File: config.mk
export PLATFORM = sky130hd
export DESIGN_NAME = seg_scan_display_flat
export DESIGN_NICKNAME = d
export VERILOG_FILES = /design/src/rtl/seg_pkg.sv /design/src/rtl/seg_scan_display_if.sv /design/src/rtl/seg7_encode.sv /design/src/rtl/seg_scan_display.sv /design/src/flat_wrapper.sv
export SDC_FILE = /design/constraint.sdc
export NUM_CORES = 1
export LEC_CHECK = 0
export BUFFER_PORTS_ARGS = -buffer_cell sky130_fd_sc_hd__buf_2
export CAP_MARGIN = 20
export CORE_ASPECT_RATIO = 0.7
export CORE_UTILIZATION = 40
export DETAILED_ROUTE_END_ITERATION = 12
export PLACE_DENSITY = 0.55
export SLEW_MARGIN = 20
export SYNTH_ARGS = -nofsm -noshare
export SYNTH_HDL_FRONTEND = slang
export SYNTH_SLANG_ARGS = --single-unit
File: constraint.sdc
create_clock -name clk100M -period 3.9 [get_ports clk100M]
set_clock_uncertainty 0.1 [all_clocks]
set_input_delay 0.78 -clock clk100M [delete_from_list [all_inputs] [get_ports clk100M]]
set_output_delay 0.78 -clock clk100M [all_outputs]
set_load 0.03 [all_outputs]
File: src/rtl/seg_pkg.sv
// Shared constants and helpers for the multiplexed seven-segment scan display.
package seg_pkg;

    localparam int unsigned SCAN_DIV_DEFAULT = 100000;

    localparam logic [2:0] RED = 3'b100;
    localparam logic [2:0] YEL = 3'b010;
    localparam logic [2:0] GRN = 3'b001;

    // Segment order {dp,g,f,e,d,c,b,a}, active-high; dp never lit.
    localparam logic [7:0] SEG_0     = 8'h3F;
    localparam logic [7:0] SEG_1     = 8'h06;
    localparam logic [7:0] SEG_2     = 8'h5B;
    localparam logic [7:0] SEG_3     = 8'h4F;
    localparam logic [7:0] SEG_4     = 8'h66;
    localparam logic [7:0] SEG_5     = 8'h6D;
    localparam logic [7:0] SEG_6     = 8'h7D;
    localparam logic [7:0] SEG_7     = 8'h07;
    localparam logic [7:0] SEG_8     = 8'h7F;
    localparam logic [7:0] SEG_9     = 8'h6F;
    localparam logic [7:0] SEG_R     = 8'h50;
    localparam logic [7:0] SEG_Y     = 8'h6E;
    localparam logic [7:0] SEG_G     = 8'h3D;
    localparam logic [7:0] SEG_E     = 8'h79;
    localparam logic [7:0] SEG_BLANK = 8'h00;

    typedef enum logic [1:0] {
        KIND_DIGIT  = 2'd0,
        KIND_LETTER = 2'd1,
        KIND_BLANK  = 2'd2
    } kind_e;

    typedef struct packed {
        logic [4:0] count;
        logic [2:0] fl;
        logic [2:0] hl;
    } snap_t;

    function automatic logic [1:0] tens_of(input logic [4:0] c);
        if (c >= 5'd30)      return 2'd3;
        else if (c >= 5'd20) return 2'd2;
        else if (c >= 5'd10) return 2'd1;
        else                 return 2'd0;
    endfunction

    function automatic logic [3:0] units_of(input logic [4:0] c);
        logic [4:0] u;
        case (tens_of(c))
            2'd3:    u = c - 5'd30;
            2'd2:    u = c - 5'd20;
            2'd1:    u = c - 5'd10;
            default: u = c;
        endcase
        return u[3:0];
    endfunction

endpackage

File: src/rtl/seg_scan_display_if.sv
// Light-state/countdown inputs and scanned segment outputs of the display.
interface seg_scan_display_if;
    logic [4:0] count;
    logic [2:0] fl;
    logic [2:0] hl;
    logic [7:0] LED_l;
    logic [7:0] LED_h;
    logic [7:0] sel;

    modport master (output count, output fl, output hl,
                    input LED_l, input LED_h, input sel);
    modport slave  (input count, input fl, input hl,
                    output LED_l, output LED_h, output sel);
endinterface

File: src/rtl/seg7_encode.sv
// Combinational seven-segment encoder for digits, light letters and blanks.
module seg7_encode
    import seg_pkg::*;
(
    input  logic [3:0] value,
    input  kind_e      kind,
    output logic [7:0] seg
);

    always_comb begin
        seg = SEG_BLANK;
        case (kind)
            KIND_DIGIT: begin
                case (value)
                    4'd0:    seg = SEG_0;
                    4'd1:    seg = SEG_1;
                    4'd2:    seg = SEG_2;
                    4'd3:    seg = SEG_3;
                    4'd4:    seg = SEG_4;
                    4'd5:    seg = SEG_5;
                    4'd6:    seg = SEG_6;
                    4'd7:    seg = SEG_7;
                    4'd8:    seg = SEG_8;
                    4'd9:    seg = SEG_9;
                    default: seg = SEG_BLANK;
                endcase
            end
            // Letter value carries a light code; anything not one-hot shows E.
            KIND_LETTER: begin
                case (value)
                    {1'b0, RED}: seg = SEG_R;
                    {1'b0, YEL}: seg = SEG_Y;
                    {1'b0, GRN}: seg = SEG_G;
                    default:     seg = SEG_E;
                endcase
            end
            default: seg = SEG_BLANK;
        endcase
    end

endmodule

File: src/rtl/seg_scan_display.sv
// 8-digit multiplexed seven-segment driver for the traffic controller countdown and lights.
module seg_scan_display
    import seg_pkg::*;
#(
    parameter int unsigned SCAN_DIV = SCAN_DIV_DEFAULT
) (
    input  logic                clk100M,
    input  logic                rst,
    seg_scan_display_if.slave   bus
);

    localparam int unsigned     PRE_W   = $clog2(SCAN_DIV);
    localparam logic [PRE_W-1:0] PRE_MAX = PRE_W'(SCAN_DIV - 1);

    logic [PRE_W-1:0] pre_q, pre_d;
    logic [2:0]       idx_q, idx_d;
    logic             started_q, started_d;
    snap_t            snap_q, snap_d;
    logic [7:0]       sel_q, sel_d;
    logic [7:0]       led_l_q, led_l_d;
    logic [7:0]       led_h_q, led_h_d;

    logic             tick;
    logic [3:0]       dig_value;
    kind_e            dig_kind;
    logic [7:0]       dig_seg;
    logic [1:0]       tens;

    seg7_encode u_enc (
        .value (dig_value),
        .kind  (dig_kind),
        .seg   (dig_seg)
    );

    always_comb begin
        // Prescaler waits for the start-up edge so digit 0 is held a full SCAN_DIV.
        tick      = started_q && (pre_q == PRE_MAX);
        pre_d     = pre_q;
        idx_d     = idx_q;
        started_d = 1'b1;
        snap_d    = snap_q;
        if (started_q) pre_d = tick ? '0 : pre_q + PRE_W'(1);
        if (tick) idx_d = idx_q + 3'd1;
        if (!started_q || (tick && idx_q == 3'd7)) snap_d = {bus.count, bus.fl, bus.hl};

        tens      = tens_of(snap_q.count);
        dig_value = '0;
        dig_kind  = KIND_BLANK;
        case (idx_q)
            3'd0: begin
                dig_value = units_of(snap_q.count);
                dig_kind  = KIND_DIGIT;
            end
            3'd1: begin
                dig_value = {2'b00, tens};
                dig_kind  = (tens != 2'd0) ? KIND_DIGIT : KIND_BLANK;
            end
            3'd3: begin
                dig_value = {1'b0, snap_q.hl};
                dig_kind  = KIND_LETTER;
            end
            3'd4: begin
                dig_value = {1'b0, snap_q.fl};
                dig_kind  = KIND_LETTER;
            end
            default: begin
                dig_value = '0;
                dig_kind  = KIND_BLANK;
            end
        endcase

        // Outputs stay dark until the first snapshot has been captured.
        sel_d   = started_q ? (8'b1 << idx_q) : '0;
        led_l_d = (started_q && !idx_q[2]) ? dig_seg : '0;
        led_h_d = (started_q &&  idx_q[2]) ? dig_seg : '0;
    end

    always_ff @(posedge clk100M) begin
        if (rst) begin
            pre_q     <= '0;
            idx_q     <= '0;
            started_q <= 1'b0;
            snap_q    <= '0;
            sel_q     <= '0;
            led_l_q   <= '0;
            led_h_q   <= '0;
        end else begin
            pre_q     <= pre_d;
            idx_q     <= idx_d;
            started_q <= started_d;
            snap_q    <= snap_d;
            sel_q     <= sel_d;
            led_l_q   <= led_l_d;
            led_h_q   <= led_h_d;
        end
    end

    assign bus.sel   = sel_q;
    assign bus.LED_l = led_l_q;
    assign bus.LED_h = led_h_q;

endmodule

File: src/flat_wrapper.sv
// flat-port wrapper written by rule: the top's interface ports become plain ports
module seg_scan_display_flat import seg_pkg::*;
#(
    parameter int unsigned SCAN_DIV = SCAN_DIV_DEFAULT
)
  (clk100M, rst, bus_count, bus_fl, bus_hl, bus_LED_l, bus_LED_h, bus_sel);
  seg_scan_display_if bus_i ();
  input  logic clk100M;
  input  logic rst;
  input wire logic [$bits(bus_i.count)-1:0] bus_count;
  input wire logic [$bits(bus_i.fl)-1:0] bus_fl;
  input wire logic [$bits(bus_i.hl)-1:0] bus_hl;
  output wire logic [$bits(bus_i.LED_l)-1:0] bus_LED_l;
  output wire logic [$bits(bus_i.LED_h)-1:0] bus_LED_h;
  output wire logic [$bits(bus_i.sel)-1:0] bus_sel;
  assign bus_i.count = bus_count;
  assign bus_i.fl = bus_fl;
  assign bus_i.hl = bus_hl;
  assign bus_LED_l = bus_i.LED_l;
  assign bus_LED_h = bus_i.LED_h;
  assign bus_sel = bus_i.sel;
  seg_scan_display #(.SCAN_DIV(SCAN_DIV)) u_core (.clk100M(clk100M), .rst(rst), .bus(bus_i));
endmodule
==> After elaboration in Yosys (flattened, before gate mapping) <==
Memory sizes are Yosys's and may differ from the RTL's.
Index checks and enable logic that the tools add are counted.
W data, S select, Z words.
{ "totals": {"word_cells": 60, "in_bits": 13, "memories": 1, "mem_bits_ro": 112, "output_inout_bits": 24, "reg_bits": 56} }
{ "op_classes": {"n_addsub": 5, "bitwise": 3, "mux": 12, "n_eq_ne": 12, "shifts": 1, "order_cmp": 3, "n_reduce_logical": 14} }
{ "memory_table": {"columns": ["name", "depth", "width", "rd", "rd_ports_with_merged_regs", "wr", "line", "source"], "rows": [
  ["(no name shown)", 16, 7, 1, 0, 0, "seg7_encode.sv:14", "case (value)"]
]} }
{ "ops": {"columns": ["operator", "count"], "rows": [
  ["$pmux W7 S3", 1],
  ["$add A17 B1 Y17 const B", 1],
  ["$eq A17 B17 Y1 const B", 1],
  ["$mux W17", 1],
  ["$pmux W4 S4", 1],
  ["$pmux W8 S2", 1],
  ["$pmux W4 S3", 1],
  ["$ge A5 B5 Y1 const B", 2],
  ["$mux W2", 4],
  ["$reduce_or A2 Y1", 4],
  ["$shl A1 B3 Y8 const A", 1],
  ["$sub A4 B4 Y4 const B", 2],
  ["$eq A3 B3 Y1 const B", 2],
  ["$pmux W2 S3", 1],
  ["$ge A5 B4 Y1 const B", 1],
  ["$eq A2 B1 Y1 const B", 2],
  ["$eq A2 B2 Y1 const B", 2],
  ["$eq A4 B1 Y1 const B", 1],
  ["$eq A4 B2 Y1 const B", 1],
  ["$eq A4 B3 Y1 const B", 1],
  ["$logic_and A1 B1 Y1", 4],
  ["$sub A4 B3 Y4 const B", 1],
  ["$add A3 B1 Y3 const B", 1],
  ["$eq A3 B1 Y1 const B", 1],
  ["other kinds (8)", 12]
]} }

==> Depth between registers and ports, before layout <==
Gate-level depths: netlist of the first run.
{ "depth": {"word_depth": 11, "mapped_depth": 14, "mapped_depth_nobuf": 13} }

==> Cells and area by module <==
A second synthesis of the first run with hierarchy kept.
{ "hier_totals": {"cells_unflattened": 307, "area_unflattened_um2": 2742.6} }
{ "modules_own_cells": {"columns": ["module", "instances", "seq_area_each_um2", "area_each_um2", "cells_per_inst"], "rows": [
  ["seg_scan_display", 1, 1121.1, 2371.0, 250],
  ["seg7_encode", 1, 0.0, 371.6, 57]
]} }

==> Least setup slack after synthesis of the first run <==
Ideal clock, no wire load.
{ "synth_timing": {"path_kind": "reg-to-reg", "startpoint": "reg u_core.snap_q[8] (netlist name)", "endpoint": "reg u_core.led_h_q[6] (netlist: u_core.bus.LED_h[6])", "n_path_buf": 2, "t_required_ns": 3.740, "setup_time_ns": 0.060, "synth_period_minus_slack_ns": 3.000, "path_slack_ns": 0.900, "path_stages_with_launch": 12, "t_arrival_ns": 2.839, "path_cell_list": "dfxtp_1 -> buf_4 -> inv_1 -> ha_1 -> and3b_1 -> o31ai_1 -> fa_1 -> a311o_1 -> buf_6 -> or4_1 -> o311ai_1 -> and3_1"} }
{ "synth_between": {"elab_chain_len": 11, "elab_cells_between_ends": 26, "cone_classes": "add/sub: 3; order compare: 3; eq/ne: 7; mux: 10; reduce/logical: 2; memory: 1"} }
{ "synth_lines": {"columns": ["element", "line", "source"], "rows": [
  ["from (decl)", "seg_scan_display.sv:18", "snap_t snap_q, snap_d;"],
  ["from (signal assigned)", "seg_scan_display.sv:91", "snap_q <= snap_d;"],
  ["parallel branches: the longest is 10 deep, another holds $mem_v2 Z16 W7", null, null],
  ["$pmux W8 S2 (*)", "seg7_encode.sv:12", "case (kind)"],
  ["to (signal assigned)", "seg_scan_display.sv:94", "led_h_q <= led_h_d;"],
  ["to (decl)", "seg_scan_display.sv:21", "logic [7:0] led_h_q, led_h_d;"]
]} }
Mark *: on every way between the ends. The select of a mux whose other input is x is not followed.
A chain may end at the register's enable or synchronous reset.

==> Worst setup path after layout of the first run <==
Same ends and word-level chain as after synthesis.

==> summary.md, run 1 <==
| Metric | Value |
|---|---|
| Yosys top cell by area | dfxtp_1 |
| Total power | 1080 uW |
| Reg area | 1080 um^2 |
| Int Power | 792 uW |
| Max H-tree Level | 2 |
| Clk root buf | clkbuf_8 |
| Status | finished clean |
| WL/cell | 13.6 um |
| Gr usage total | 18.1% |
| Synth Register Bits | 54 |
| Crit share post-route | 86.6% |
| Final Setup Violations | 0 |
| Worst Max-Slew Pin Slew | 0.652 ns |
| Vias in the first global route | 2,136 |
| Die Area | 7210 um^2 |
| Routed wire length | 5920 um |
| Routability cong. | 0.904 |
| DR vias/cell | 5.15 |
| Synth async-reset ratio | 0% |
| Sequential share of power | 53.6% |
| Multi-input gate area | 1520 um^2 |
| Peak supply drop | 0.156 mV |
| Max Freq | 296 MHz |
| DRT iter0 DRCs | 136 |
| TritonCTS buffer count | 5 |
| Most frequent cells in the layout | dfxtp_1 (54), nor2_1 (46), buf_2 (34), nand2_1 (17), inv_1 (15) |
| PD cells | 351 nW/um^2 |
| Largest net degree at the start of global routing | 20 |
| Gate Count Post-Synth | 313 |
| Initial antenna violation count | 0 |
| Die width | 101 um |
| Post-layout util | 48.0% |
| Ys Warns | 0 |
| Top post-synthesis cells by area | dfxtp_1 (39%), nor2_1 (6.4%), ha_1 (5.9%) |
| Sum Neg Setup Slack | 0 ns |
| Clock buffer depth | 2 |
| Area Growth Syn to Fin | 12.2% |
| Setup Crit Path Kind | flip-flop to flip-flop |
| Detailed placer's ending HPWL | 4310 um |
| Post-Syn Area | 2750 um^2 |
| Combinational power share | 14.7% |
| Net Sw Power | 289 uW |
| Worst-path clk slew | 0.09 ns |
| Fin nets | 369 |
| # Max-Cap Violations | 0 |
| Share of cells above drive strength 1 | 16.9% |
| Diode count | 0 |
| I/O pin count | 37 |
| Worst-Skew Late Latency | 0.30 ns |
| Worst EP required | 4.05 ns |
| Drt pass-1 iters | 4 |
| Grt total ovfl | 0 |
| Core area | 6430 um^2 |
| Clk sinks | 54 |
| Main synth FF type | dfxtp_1 |
| Leakage | 0.00137 uW |
| Die height | 71.3 um |
| Starting Density | 42.7% |
| Antenna Violating Nets Remaining | 0 |
| CTS tree | built |
| Peak fanout along the critical path | 9 |
| Sw Ratio | 26.7% |
| # rows | 24 |
| Startpoint Class | flip-flop |
| Fillers | 663 |
| Fin crit period | 3.38 ns |
| Post-route setup slack | 0.523 ns |
| Drt drc | 0 |
| Post-synth EDFFs | 0 |
| Syn Area/Cell | 8.77 um^2 |
| Pre-CTS setup slack | 0.575 ns |
| Crit. End Element | flip-flop |
| I/O Buffers | 34 |
| Endpoints failing hold | 0 |
| Clock Power Share | 31.7% |
| RSZ-0062 raised after global routing | false |
| Yosys cell types | 59 |
| Total number of vias | 2,233 |
| Hold Path Class | flip-flop to flip-flop |
| Commonest non-fill, non-tap cell in the layout | dfxtp_1 |
| First-pass GRT wire length | 10,300 um |
| Post-CTS setup buffers | 0 |
| Worst EP arrival | 3.53 ns |
| Area share of the largest cell type after synthesis | 39.4% |
| Final Max Tran Viols | 0 |
| Rel. slew slack | 56.1% |
| Min Hold Slack | 0.409 ns |
| Sequential element share of the synthesized area | 39.4% |
==> final timing paths <==
check	from	end	slack (ns)	cells after the start
worst max-delay path	u_core.snap_q[8]$_SDFFE_PP0P_	u_core.bus.LED_h[6]$_SDFF_PP0_	0.52	11
worst min-delay path	u_core.snap_q[3]$_SDFFE_PP0P_	u_core.snap_q[3]$_SDFFE_PP0P_	0.41	2
worst max register to register	u_core.snap_q[8]$_SDFFE_PP0P_	u_core.bus.LED_h[6]$_SDFF_PP0_	0.52	11
worst min register to register	u_core.snap_q[3]$_SDFFE_PP0P_	u_core.snap_q[3]$_SDFFE_PP0P_	0.41	2
==> synth_stat cells (3+ instances only) <==
library cell,n
buf_2,3
dfxtp_1,54
nor4_1,3
and2_1,5
buf_4,5
ha_1,13
o21ai_0,8
nor3_1,4
or2_2,3
xor2_1,13
nand4_1,8
nor2_1,47
a21oi_1,12
xnor2_1,4
nand2_1,17
o41ai_1,3
mux2i_1,11
and4_1,3
nor2b_1,4
and3_1,12
nand3_1,9
o211ai_1,3
inv_1,15
clkbuf_1,9
==> registers in the layout, indices dropped and copies added, names as in the netlist <==
| register | flops |
|---|---|
| u_core.pre_q | 17 |
| u_core.snap_q | 11 |
| u_core.bus.sel | 8 |
| u_core.bus.LED_h | 7 |
| u_core.bus.LED_l | 7 |
| u_core.idx_q | 3 |
| u_core.started_q | 1 |
==> cell families (layout without fill, tap and decap cells) <==
kind of cell / after synthesis / in the layout / share of synthesized area (%)
multiplexers: 13 / 13 / 4.83
AND/OR/NAND/NOR: 125 / 125 / 23.1
flip-flops: 54 / 54 / 39.4
XOR/XNOR: 17 / 17 / 5.42
buffers and inverters: 33 / 62 / 5.60
other: 1 / 2 / 0.137
AO/OA/AOI/OAI: 56 / 56 / 14.9
adder cells (fa/ha/maj): 14 / 14 / 6.65
==> layout make-up <==
cell class	count	share of cell area, %
multi-input combinational	227	49.2
sequential	54	35.1
timing repair buffer	39	6.74
tap	91	3.69
clock buffer	7	3.13
inverter	15	1.83
clock inverter	1	0.284
==> critical path, cell delays in order, from the launching register on <==
cell and delay [ns]:
dfxtp_1 0.48, inv_1 0.15, ha_1 0.23, and4bb_2 0.24, a31oi_1 0.28, a21oi_1 0.11
o21ai_0 0.54, inv_1 0.15, ha_1 0.25, or4_1 0.52, o311ai_1 0.11, and3_1 0.19
==> repair_timing <==
action,CTS,global route
gates resized for setup,0,1
setup endpoints to repair,0,1
hold buffers,0,0
==> metrics by stage <==
| step | std cells | area [um^2] |
|---|---|---|
| floorplan | 314 | 2750 |
| global placement | 426 | 2970 |
| detailed placement | 426 | 2970 |
| CTS | 434 | 3080 |
| global route | 434 | 3080 |
| finish | 434 | 3080 |
==> layer usage <==
| layer | vias to the layer above | global-route usage [%] | wire length [um] |
|---|---|---|---|
| met3 | 2 | 4.29 | 327 |
| li1 | 1150 | - | - |
| met2 | 70 | 24.8 | 2290 |
| met5 | - | 0 | 0 |
| met4 | 0 | 3.70 | 25 |
| met1 | 1011 | 28.4 | 3270 |
==> power by group through the flow <==
stage | registers, uW | clock network (uW) | logic [uW]
detailed placement | 592 | 0 | 155
floorplan | 601 | 0 | 112
global placement | 592 | 0 | 155
CTS | 580 | 356 | 156
global route | 583 | 380 | 179
finish | 580 | 343 | 158
(Power assumes the default switching activity.)
==> inputs of run 2 (changes only) <==
- BUFFER_PORTS_ARGS: -buffer_cell sky130_fd_sc_hd__buf_2 -> default
- DONT_BUFFER_PORTS: default -> 1
- PLACE_DENSITY: 0.55 -> 0.5
==> summary.md, run 2 (synthesis gave the netlist of run 1 again) <==
| Metric | Value |
|---|---|
| Status | finished clean |
| Setup Crit Path Kind | flip-flop to flip-flop |
| TritonCTS buffer count | 5 |
| Detailed placer's ending HPWL | 4400 um |
| Worst r2r path cells | 11 |
| Cell Area, Placed | 2800 um^2 |
| Worst-path clk slew | 0.09 ns |
| Min Hold Slack | 0.417 ns |
| Reg with most FFs | u_core.pre_q |
| FF-to-FF Start | u_core.snap_q[8]$_SDFFE_PP0P_ |
| # Max-Cap Violations | 0 |
| Largest register FFs | 17 |
| Diode count | 0 |
| Peak supply drop | 0.146 mV |
| Drt pass-1 iters | 5 |
| Gr usage total | 17.7% |
| Worst flop-to-flop path endpoint | u_core.bus.LED_l[2]$_SDFF_PP0_ |
| Most frequent cells in the layout | dfxtp_1 (54), nor2_1 (47), nand2_1 (17), inv_1 (15) |
| Reg area | 1080 um^2 |
| Total number of vias | 2,126 |
| Max Freq | 290 MHz |
| Die width | 101 um |
| Grt total ovfl | 0 |
| R2r setup slk | 0.45 ns |
| Design area | 2890 um^2 |
| Hold path start | u_core.snap_q[5]$_SDFFE_PP0P_ |
| Vias in the first global route | 1,975 |
| Core area | 6430 um^2 |
| CTS Hold Bufs | 0 |
| Clk sinks | 54 |
| Crit share post-route | 88.4% |
| Peak fanout along the critical path | 9 |
| Fin nets | 335 |
| Routability cong. | 0.886 |
| Clk root buf | clkbuf_8 |
| Net Sw Power | 283 uW |
| Initial antenna violation count | 0 |
| Routed wire length | 5850 um |
| Largest net degree at the start of global routing | 20 |
| Sequential share of power | 57.7% |
| DRT iter0 DRCs | 107 |
| Starting Density | 42.7% |
| Hold Path Class | flip-flop to flip-flop |
| CTS tree | built |
| Die Area | 7210 um^2 |
| Fin crit period | 3.45 ns |
| Sum Neg Setup Slack | 0 ns |
| Total power | 1030 uW |
| Area Growth Syn to Fin | 5.24% |
| Worst EP arrival | 3.59 ns |
| Antenna Violating Nets Remaining | 0 |
| I/O pin count | 37 |
| Drt drc | 0 |
| Crit. End Element | flip-flop |
| RSZ-0062 raised after global routing | false |
| Share of cells above drive strength 1 | 7.12% |
| DR vias/cell | 5.32 |
| Sw Ratio | 27.5% |
| Worst Max-Slew Pin Slew | 0.844 ns |
| PostCTS Resize Cnt | 0 |
| Final Max Tran Viols | 0 |
| First-pass GRT wire length | 9980 um |
| Multi-input gate area | 1520 um^2 |
| Worst hold stages | 2 |
| Worst EP required | 4.04 ns |
| Post-CTS setup buffers | 0 |
| Startpoint Class | flip-flop |
| # rows | 24 |
| Die height | 71.3 um |
| Combinational power share | 12.4% |
| Final Setup Violations | 0 |
| Commonest non-fill, non-tap cell in the layout | dfxtp_1 |
| Rel. slew slack | 43.6% |
| Int Power | 747 uW |
| Fillers | 668 |
| PD cells | 356 nW/um^2 |
| WHS Endpoint | u_core.snap_q[5]$_SDFFE_PP0P_ |
| Worst-Skew Late Latency | 0.30 ns |
| WL/cell | 14.6 um |
| Endpoints failing hold | 0 |
| I/O Buffers | 0 |
| Clock Power Share | 29.8% |
| Clock buffer depth | 2 |
| Max H-tree Level | 2 |
| Leakage | 0.00120 uW |
## run 2: cell count changes in the layout (fill, tap and decap cells not counted)
cell / previous run / this run
clkbuf_1: 0 / 1
buf_2: 34 / 0
nor2_2: 1 / 0
clkinv_2: 0 / 1
clkbuf_8: 7 / 5
nor2_1: 46 / 47
## run 2: metrics by stage
stage	utilization [%]	cells	setup slack, ns
2_1_floorplan	-	314	0.900
3_3_place_gp	43.6	392	0.636
3_5_place_dp	43.6	392	0.521
4_1_cts	45.0	400	0.509
5_1_grt	45.0	400	0.152
6_report	45.0	400	0.454
## run 2: routing by layer
layer | vias to the layer above | GRT usage, % | routed length, um
li1 | 1095 | - | -
met1 | 957 | 28.1 | 3300
met2 | 70 | 23.6 | 2100
met3 | 4 | 4.20 | 418
met4 | 0 | 3.86 | 31
met5 | - | 0 | 0
## run 2: worst max path at each step
stage / startpoint / to / slack [ns] / cells after the start
CTS: u_core.snap_q[8]$_SDFFE_PP0P_ / u_core.bus.LED_l[1]$_SDFF_PP0_ / 0.51 / 12
global route: u_core.snap_q[8]$_SDFFE_PP0P_ / u_core.bus.LED_l[1]$_SDFF_PP0_ / 0.15 / 12
floorplan: u_core.snap_q[8]$_SDFFE_PP0P_ / u_core.bus.LED_h[6]$_SDFF_PP0_ / 0.90 / 11
global placement: u_core.snap_q[8]$_SDFFE_PP0P_ / u_core.bus.LED_l[1]$_SDFF_PP0_ / 0.64 / 12
finish: u_core.snap_q[8]$_SDFFE_PP0P_ / u_core.bus.LED_l[2]$_SDFF_PP0_ / 0.45 / 11
detailed placement: u_core.snap_q[8]$_SDFFE_PP0P_ / u_core.bus.LED_l[1]$_SDFF_PP0_ / 0.52 / 12
## run 2: worst max-delay path, stage by stage (launching register included)
cell,delay (ns)
dfxtp_1,0.47
inv_1,0.15
ha_1,0.23
and4bb_2,0.24
a31oi_1,0.28
a21oi_1,0.11
o21ai_0,0.55
ha_1,0.31
inv_1,0.11
a2111oi_0,0.57
nor3_1,0.14
nor2_1,0.12
## run 2: power groups by stage
stage                     Combinational (uW)  Sequential [uW]  Clock, uW
after floorplan                          112              601          0
after global placement                   127              607          0
after detailed placement                 127              608          0
after CTS                                127              595        323
after global routing                     144              598        347
final                                    128              595        308
## run 2: layout make-up
cell class / count / share of cell area (%)
Sequential cell: 54 / 37.4
Inverter: 15 / 1.95
Multi-Input combinational cell: 227 / 52.4
Timing Repair Buffer: 5 / 1.30
Clock inverter: 2 / 0.476
Tap cell: 91 / 3.94
Clock buffer: 6 / 2.51
